==> src/rtl/seg_disp_pkg.sv <==
// rtl/seg_disp_pkg.sv - shared glyphs and digit-select helper for the seven-segment scan driver
package seg_disp_pkg;

  localparam logic [6:0] SEG_BLANK = 7'h7F;

  // Active-low segments ordered g..a
  localparam logic [6:0] SEG_0 = 7'h40;
  localparam logic [6:0] SEG_1 = 7'h79;
  localparam logic [6:0] SEG_2 = 7'h24;
  localparam logic [6:0] SEG_3 = 7'h30;
  localparam logic [6:0] SEG_4 = 7'h19;
  localparam logic [6:0] SEG_5 = 7'h12;
  localparam logic [6:0] SEG_6 = 7'h02;
  localparam logic [6:0] SEG_7 = 7'h78;
  localparam logic [6:0] SEG_8 = 7'h00;
  localparam logic [6:0] SEG_9 = 7'h10;
  localparam logic [6:0] SEG_A = 7'h08;
  localparam logic [6:0] SEG_B = 7'h03;
  localparam logic [6:0] SEG_C = 7'h46;
  localparam logic [6:0] SEG_D = 7'h21;
  localparam logic [6:0] SEG_E = 7'h06;
  localparam logic [6:0] SEG_F = 7'h0E;

  // Active-low enable for select position pos while digit idx is being scanned
  function automatic logic digit_sel_n(input int unsigned idx, input int unsigned pos);
    return (idx != pos);
  endfunction

endpackage

==> src/rtl/seg7_hex_decode.sv <==
// rtl/seg7_hex_decode.sv - combinational nibble to active-low seven-segment glyph
module seg7_hex_decode
  import seg_disp_pkg::*;
(
  input  logic [3:0] i_nibble,
  output logic [6:0] o_seg
);

  always_comb begin
    o_seg = SEG_BLANK;
    case (i_nibble)
      4'h0: o_seg = SEG_0;
      4'h1: o_seg = SEG_1;
      4'h2: o_seg = SEG_2;
      4'h3: o_seg = SEG_3;
      4'h4: o_seg = SEG_4;
      4'h5: o_seg = SEG_5;
      4'h6: o_seg = SEG_6;
      4'h7: o_seg = SEG_7;
      4'h8: o_seg = SEG_8;
      4'h9: o_seg = SEG_9;
      4'hA: o_seg = SEG_A;
      4'hB: o_seg = SEG_B;
      4'hC: o_seg = SEG_C;
      4'hD: o_seg = SEG_D;
      4'hE: o_seg = SEG_E;
      4'hF: o_seg = SEG_F;
      default: o_seg = SEG_BLANK;
    endcase
  end

endmodule

==> src/rtl/seg_scan_display.sv <==
// rtl/seg_scan_display.sv - time-multiplexed seven-segment driver with lap, flash, blanking and guard
module seg_scan_display
  import seg_disp_pkg::*;
#(
  parameter int NUM_DIGITS = 4,
  parameter int SCAN_BITS  = 16,
  parameter int BLINK_BITS = 25,
  parameter int GUARD_CYC  = 8,
  parameter logic [NUM_DIGITS-1:0] DP_MASK = 4'b1010
) (
  input  logic                    clk,
  input  logic                    reset,
  input  logic [4*NUM_DIGITS-1:0] digits,
  input  logic                    lapState,
  input  logic                    flashState,
  input  logic                    lzb_en,
  output logic [6:0]              sevenSeg,
  output logic [NUM_DIGITS-1:0]   displaySelect,
  output logic                    decimal,
  output logic                    frame_start
);

  localparam int IDX_W = (NUM_DIGITS > 1) ? $clog2(NUM_DIGITS) : 1;
  localparam logic [IDX_W-1:0]     LAST_IDX  = IDX_W'(NUM_DIGITS - 1);
  localparam logic [SCAN_BITS-1:0] GUARD_VAL = SCAN_BITS'(GUARD_CYC);

  logic [SCAN_BITS-1:0]    r_scan_cnt;
  logic [IDX_W-1:0]        r_digit_idx;
  logic [BLINK_BITS-1:0]   r_blink_cnt;
  logic [4*NUM_DIGITS-1:0] r_shadow;
  logic [6:0]              r_seg;
  logic [NUM_DIGITS-1:0]   r_sel;
  logic                    r_dp;
  logic                    r_frame_start;

  logic                    w_slot_end;
  logic                    w_frame_wrap;
  logic                    w_guard;
  logic                    w_dark;
  logic [3:0]              w_nibble;
  logic [6:0]              w_glyph;
  logic [NUM_DIGITS-1:0]   w_sel;
  logic [NUM_DIGITS-1:0]   w_lead_zero;

  assign w_slot_end   = &r_scan_cnt;
  assign w_frame_wrap = w_slot_end && (r_digit_idx == '0);
  assign w_guard      = (r_scan_cnt < GUARD_VAL);
  assign w_nibble     = r_shadow[{r_digit_idx, 2'b00} +: 4];

  // w_lead_zero[i]: shadow digit i and every digit above it are zero
  always_comb begin
    w_lead_zero = '0;
    w_lead_zero[NUM_DIGITS-1] = (r_shadow[4*(NUM_DIGITS-1) +: 4] == 4'h0);
    for (int i = NUM_DIGITS - 2; i >= 0; i--) begin
      w_lead_zero[i] = w_lead_zero[i+1] && (r_shadow[4*i +: 4] == 4'h0);
    end
  end

  always_comb begin
    w_sel = '1;
    for (int i = 0; i < NUM_DIGITS; i++) begin
      w_sel[i] = digit_sel_n(32'(r_digit_idx), i);
    end
  end

  assign w_dark = (lzb_en && (r_digit_idx != '0) && w_lead_zero[r_digit_idx]) ||
                  (flashState && r_blink_cnt[BLINK_BITS-1]);

  seg7_hex_decode u_decode (
    .i_nibble (w_nibble),
    .o_seg    (w_glyph)
  );

  always_ff @(posedge clk) begin
    if (reset) begin
      r_scan_cnt    <= '0;
      r_digit_idx   <= LAST_IDX;
      r_blink_cnt   <= '0;
      r_shadow      <= '0;
      r_seg         <= SEG_BLANK;
      r_sel         <= '1;
      r_dp          <= 1'b1;
      r_frame_start <= 1'b0;
    end else begin
      r_scan_cnt    <= r_scan_cnt + 1'b1;
      r_blink_cnt   <= r_blink_cnt + 1'b1;
      r_frame_start <= w_frame_wrap;
      if (w_slot_end) begin
        r_digit_idx <= (r_digit_idx == '0) ? LAST_IDX : r_digit_idx - 1'b1;
      end
      // Snapshot only on frame boundaries so a frame is never torn
      if (w_frame_wrap && !lapState) begin
        r_shadow <= digits;
      end
      if (w_guard) begin
        r_seg <= SEG_BLANK;
        r_sel <= '1;
        r_dp  <= 1'b1;
      end else begin
        r_sel <= w_sel;
        r_seg <= w_dark ? SEG_BLANK : w_glyph;
        r_dp  <= w_dark ? 1'b1 : ~DP_MASK[r_digit_idx];
      end
    end
  end

  assign sevenSeg      = r_seg;
  assign displaySelect = r_sel;
  assign decimal       = r_dp;
  assign frame_start   = r_frame_start;

endmodule

==> config.mk <==
export PLATFORM = sky130hd
export DESIGN_NAME = seg_scan_display
export DESIGN_NICKNAME = d
export VERILOG_FILES = /design/src/rtl/seg_disp_pkg.sv /design/src/rtl/seg7_hex_decode.sv /design/src/rtl/seg_scan_display.sv
export SDC_FILE = /design/constraint.sdc
export NUM_CORES = 1
export LEC_CHECK = 0
export CORE_MARGIN = 8
export CORE_UTILIZATION = 59
export CTS_BUF_LIST = sky130_fd_sc_hd__clkbuf_8
export DETAILED_ROUTE_END_ITERATION = 7
export PLACE_DENSITY = 0.82
export SETUP_SLACK_MARGIN = 0.02
export SYNTH_ARGS = -nofsm -noshare
export SYNTH_HDL_FRONTEND = slang
export SYNTH_SLANG_ARGS = --single-unit
==> constraint.sdc <==
create_clock -name clk -period 2.5 [get_ports clk]
set_clock_uncertainty 0.05 [all_clocks]
set_input_delay 0.375 -clock clk [delete_from_list [all_inputs] [get_ports clk]]
set_output_delay 0.375 -clock clk [all_outputs]
set_load 0.01 [all_outputs]
==> impl_metrics.csv, run 1 <==
group,metric,value,unit
status,status,"completed",
sta,grt_setup_unrepaired,"false",
place,place_congestion,0.883,
finish,syn2layout_area_growth,16.4,%
sta,fin_tns_setup,0,ns
finish,multi_input_area,1770,um^2
clocking,numClockSinks,72,
yosys,synth-compound-area-share,6.11,%
yosys,synth-simple-area-share,23.3,%
pwr,power_leakage,1.43,nW
pwr,p_sw_share,21.4,%
finish,seqCellArea,1440,um^2
floorplanning,die_area,8320,um^2
critical_path,path_delay_family,"multiplexers",
sta,setup_viol,0,
global_routing,grt.total_usage,17.0,%
yosys,synth_top_area_share,43.2,%
finish,fin_nets,424,
clocking,h-tree-depth,3,
yosys,yosysTopAreaCell,"dfxtp_1",
yosys,synth_seq_cells,72,
sta,tightest_slew,0.593,ns
place,port_buffers,33,
critical_path,slowest_delay,0.63,ns
global_routing,grt_overflow,0,
critical_path,slowest_stage,"mux4_2",
floorplanning,die_h,91.2,um
routing,drt_iter0_drc,125,
yosys,synth_area_per_cell,9.35,um^2
global_routing,grt_pass1_vias,2529,
place,placed_area,3700,um^2
clocking,cts-root-buf,"clkbuf_8",
sta,min_period,2.07,ns
floorplanning,dieWidth,91.2,um
finish,most-common-layout-cells,"dfxtp_1, nor2_1, clkdlybuf4s50_1",
finish,drive_gt1_share,8.84,%
finish,final.fill_count,410,
run,maxCapViolations,0,
sta,drv_slew,0,
routing,wl,6.64,mm
pwr,p_seq_share,56.2,%
sta,hold_viol_final,0,
critical_path,worstPathRequired,2.74,ns
hold_path,hold_path.class,"primary input to flip-flop",
clocking,clkLatencyLatePin,0.34,ns
clocking,cts_buffer_depth,2,
yosys,syn_inst,357,
clocking,post_cts_buffers,0,
yosys,async_flop_share,0,%
finish,antennaDiodeCount,0,
pwr,p_clk_share,40.8,%
floorplanning,initial_core_util,61.0,%
place,dp_hpwl,4.60,mm
global_routing,grt_max_degree,61,
pwr,switchingPower,443,uW
floorplanning,coreArea,5470,um^2
yosys,synthMuxAreaShare,9.63,%
critical_path,start_kind,"flip-flop",
critical_path,endpoint_kind,"flip-flop",
pwr,p_int,1.62,mW
critical_path,arrival,2.31,ns
global_routing,antenna_found_initial,0,
sta,max_freq,0.483,GHz
yosys,synth_ff_type,"dfxtp_1",
clocking,cts_tree,"built",
yosys,ys_seq_area_share,43.2,%
critical_path,crit_fanout,7,
clocking,clk_pin_slew,0.07,ns
yosys,synth_xor_area_share,9.44,%
critical_path,crit_chain,"mux4_2, inv_1, ha_1, o21ai_0, a31o_2, nand3_1",
yosys,synth_nets,390,
pwr,power_density,532,nW/um^2
clocking,numCtsBuffers,9,
critical_path,cp.buffers_inverters,1,
clocking,cts_hold_buffers,0,
hold_path,whs_path_depth,3,
pwr,combPwrFrac,3.0,%
sta,fin_crit_sh,82.9,%
critical_path,cp_num_cells,6,
yosys,synthAdderAreaFrac,4.50,%
routing,wl_per_cell,14.2,um
routing,first_pass_iters,4,
global_routing,grt_pass1_wl,11.6,mm
finish,final_area,3890,um^2
yosys,yosysWarnings,0,
pwr,ir_drop,0.000334,V
yosys,synth.distinct_cells,46,
routing,dr_total_vias,2563,
critical_path,reg2reg_depth,6,
yosys,netlist_area,3340,um^2
routing,antenna_left,0,
sta,slew_headroom,60.5,%
floorplanning,rows,27,
yosys,synth_edf_count,0,
finish,final_common_cell,"dfxtp_1",
critical_path,critPathKind,"flip-flop to flip-flop",
clocking,postCtsResizedCells,0,
yosys,synthTopCellsByArea,"dfxtp_1, mux2i_1, nor2_1, xnor2_1, ha_1",
routing,route.detailed.drc,0,
yosys,synth_top_family_by_area,"simple AND/OR/NAND/NOR gates",
floorplanning,io_pins,34,
routing,vias_per_cell,5.48,
-- registers in the layout (all words and copies together) (netlist names) --
register	count
displaySelect	4
decimal	1
r_scan_cnt	16
frame_start	1
r_blink_cnt	25
r_digit_idx	2
r_shadow	16
sevenSeg	7
-- logic make-up after synthesis --
family | count (synthesis)
mux | 28
fa+ha+maj | 12
simple gates | 151
buf+inv | 27
xor+xnor | 36
compound gates | 31
flops | 72
-- routing by layer --
metal	track usage, %	part of all wire [%]	wire length (um)
met1	19.4	45	3000
met3	5.68	4.5	302
met4	8.19	2.3	156
met5	0	0	0
met2	28.1	48	3180
-- power by group through the flow --
stage | registers, mW | logic, mW | clock network (mW)
2_1_floorplan | 1.19 | 0.0256 | 0
3_3_place_gp | 1.19 | 0.0633 | 0
3_5_place_dp | 1.19 | 0.0630 | 0
4_1_cts | 1.16 | 0.0635 | 0.868
5_1_grt | 1.16 | 0.0685 | 0.920
6_report | 1.16 | 0.0627 | 0.844
-- stage by stage --
step	hold WS (ns)	worst slack (ns)	power [mW]	util (%)	std cells
2_1_floorplan	0.363	0.452	1.21	-	357
3_3_place_gp	0.376	0.516	1.25	67.7	452
3_5_place_dp	0.392	0.456	1.25	67.7	452
4_1_cts	0.253	0.437	2.09	71.1	468
5_1_grt	0.281	0.228	2.15	71.1	468
6_report	0.278	0.428	2.07	71.1	468
-- worst reg2reg max path, stage by stage (launching register included) --
cell	delay (ns)
dfxtp_1	0.49
mux4_2	0.63
inv_1	0.14
ha_1	0.28
o21ai_0	0.12
a31o_2	0.24
nand3_1	0.07
-- final cells by class --
cell class                 instances  share of cell area, %
clock inverter                     4                  0.515
inverter                          13                   1.25
timing repair buffer              37                   9.14
sequential                        72                   37.1
tap                               72                   2.32
clock buffer                      12                   4.25
multi-input combinational        258                   45.5
-- path summary, 6_finish.rpt --
path,to,from,slack (ns)
max,sevenSeg[0]$_SDFF_PP1_,r_digit_idx[0]$_SDFFE_PP1P_,0.43
min,displaySelect[3]$_SDFF_PP1_,reset,0.28
max reg2reg,sevenSeg[0]$_SDFF_PP1_,r_digit_idx[0]$_SDFFE_PP1P_,0.43
min reg2reg,r_blink_cnt[0]$_SDFF_PP0_,r_blink_cnt[0]$_SDFF_PP0_,0.40
-- synthesized netlist by cell type, types with 2 or more instances --
cell       n
o211ai_1   7
nor4_2     2
or3_1      5
ha_1      12
clkbuf_1   8
nor3b_1    5
and3_1     6
xnor2_1   19
dfxtp_1   72
nor2_1    57
nor4_1     5
mux2i_1   22
mux4_2     3
nand2_1   25
nand4_1    6
nor3_1     9
xor2_1    17
nor2b_1    4
o21ai_0    5
inv_1     13
buf_2      4
mux2_2     3
nand2b_1   2
nand3_1   11
and2_1     2
a21oi_1   10
and4_1     4
Note: power is estimated with default switching activity, not from simulation.
==> run 2: changes to the inputs <==
- clock period: 2.5 -> 2.1 ns (I/O delays scaled with it)
==> impl_metrics.csv, run 2 (synthesized netlist as in run 1, its figures left out) <==
group,metric,value,unit
place,place_congestion,0.845,
critical_path,endpoint_kind,"flip-flop",
hold_path,holdPathEnd,"displaySelect[1]$_SDFF_PP1_",
hold_path,whs_path_depth,4,
routing,route.detailed.drc,0,
routing,wl,7.02,mm
hold_path,hold_path.class,"primary input to flip-flop",
finish,syn2layout_area_growth,18.5,%
routing,drt_iter0_drc,203,
run,maxCapViolations,0,
finish,drive_gt1_share,10.0,%
sta,hold_viol_final,0,
critical_path,reg2reg_depth,6,
finish,final_util,72.3,%
sta,tightest_slew,0.595,ns
clocking,cts_hold_buffers,0,
sta,max_freq,0.512,GHz
finish,top_regs,"r_blink_cnt (25), r_scan_cnt (16), r_shadow (16)",
floorplanning,initial_core_util,61.0,%
pwr,ir_drop,0.000422,V
clocking,clk_pin_slew,0.08,ns
critical_path,critPathKind,"flip-flop to flip-flop",
critical_path,cp-startpoint,"r_digit_idx[0]$_SDFFE_PP1P_",
global_routing,grt.total_usage,17.4,%
finish,final_common_cell,"dfxtp_1",
sta,slew_headroom,60.4,%
clocking,cts_tree,"built",
clocking,h-tree-depth,3,
critical_path,r2r-end,"sevenSeg[0]$_SDFF_PP1_",
clocking,cts_buffer_depth,2,
sta,fin_tns_setup,0,ns
finish,largest_reg_flops,25,
place,dp_hpwl,4.76,mm
global_routing,antenna_found_initial,0,
sta,drv_slew,0,
critical_path,r2r_slack,0.15,ns
floorplanning,io_pins,34,
floorplanning,coreArea,5470,um^2
sta,setup_viol,0,
clocking,post_cts_buffers,0,
pwr,power_leakage,1.47,nW
floorplanning,die_area,8320,um^2
critical_path,worstPathRequired,2.34,ns
hold_path,hold_start,"reset",
finish,fin_nets,427,
finish,top_register,"r_blink_cnt",
critical_path,arrival,2.19,ns
floorplanning,rows,27,
critical_path,start_kind,"flip-flop",
clocking,cts-root-buf,"clkbuf_8",
global_routing,grt_pass1_wl,12.0,mm
sta,fin_crit_sh,93.1,%
finish,most-common-layout-cells,"dfxtp_1, nor2_1, clkdlybuf4s50_1",
clocking,postCtsResizedCells,0,
global_routing,grt_max_degree,61,
critical_path,slowest_delay,0.61,ns
place,port_buffers,33,
floorplanning,die_h,91.2,um
routing,dr_total_vias,2595,
clocking,numClockSinks,72,
critical_path,crit_fanout,6,
clocking,clkLatencyLatePin,0.34,ns
critical_path,slowest_stage,"mux4_2",
clocking,numCtsBuffers,9,
sta,min_period,1.95,ns
routing,antenna_left,0,
floorplanning,dieWidth,91.2,um
pwr,power_density,666,nW/um^2
status,status,"completed",
critical_path,crit_chain,"mux4_2, inv_1, ha_2, o21ai_0, a31o_2, nand3_1",
routing,first_pass_iters,4,
critical_path,r2r_start,"r_digit_idx[0]$_SDFFE_PP1P_",
sta,grt_setup_unrepaired,"false",
routing,wl_per_cell,14.9,um
global_routing,grt_overflow,0,
routing,vias_per_cell,5.51,
global_routing,grt_pass1_vias,2604,
finish,antennaDiodeCount,0,
## run 2: changes by cell type in the layout (fill, tap and decap cells not counted), sizes merged
cell      change
buf           +3
clkinvlp      -1
clkbuf        +1
bufinv        +1
inv           -1
## run 2: cell type report
cell class              instances  area (um^2)
multi-input cells             258         1770
fillers                       424         1510
flip-flops and latches         72         1440
repair buffers                 40          390
clock buffers                  13          179
well taps                      72         90.1
inverters                      13         48.8
clock inverters                 3         38.8
## run 2: metrics by stage
| step | power, mW | hold slack [ns] | setup slack (ns) | area [um^2] | std cells |
|---|---|---|---|---|---|
| floorplan | 1.44 | 0.363 | 0.0518 | 3340 | 357 |
| global placement | 1.49 | 0.376 | 0.236 | 3740 | 455 |
| detailed placement | 1.49 | 0.389 | 0.164 | 3740 | 455 |
| CTS | 2.64 | 0.295 | 0.0781 | 3960 | 471 |
| global route | 2.72 | 0.305 | 0.0317 | 3960 | 471 |
| finish | 2.64 | 0.297 | 0.146 | 3960 | 471 |
## run 2: power breakdown
group | switching [mW] | total (mW) | internal (mW)
registers | 0.00743 | 1.38 | 1.37
clock network | 0.504 | 1.18 | 0.673
logic | 0.0319 | 0.0760 | 0.0441
total | 0.544 | 2.64 | 2.09
## run 2: critical path, delay by kind of cell, from the launching register on
kind,cells,cell delay (ns)
DFF,1,0.40
AOI/OAI and AO/OA,2,0.34
muxes,1,0.61
adders and majority gates,1,0.26
buffers and inverters,1,0.15
and+or+nand+nor,1,0.08
## run 2: how the worst max path moves through the flow
stage | end | slack [ns] | cells after the start
after CTS | sevenSeg[0]$_SDFF_PP1_ | 0.08 | 6
after global routing | r_shadow[10]$_SDFFE_PP0P_ | 0.03 | 8
after detailed placement | r_shadow[7]$_SDFFE_PP0P_ | 0.16 | 8
after floorplan | r_shadow[10]$_SDFFE_PP0P_ | 0.05 | 10
after global placement | sevenSeg[0]$_SDFF_PP1_ | 0.24 | 5
final | sevenSeg[0]$_SDFF_PP1_ | 0.15 | 6
## run 2: metal layers
| metal | wire length, um | GRT usage [%] | vias up | part of all wire, % |
|---|---|---|---|---|
| met4 | 167 | 9.55 | 0 | 2.4 |
| met1 | 3090 | 19.8 | 1207 | 44 |
| met5 | 0 | 0 | - | 0 |
| met2 | 3450 | 29.3 | 68 | 49 |
| met3 | 319 | 4.20 | 19 | 4.5 |
| li1 | - | - | 1301 | - |
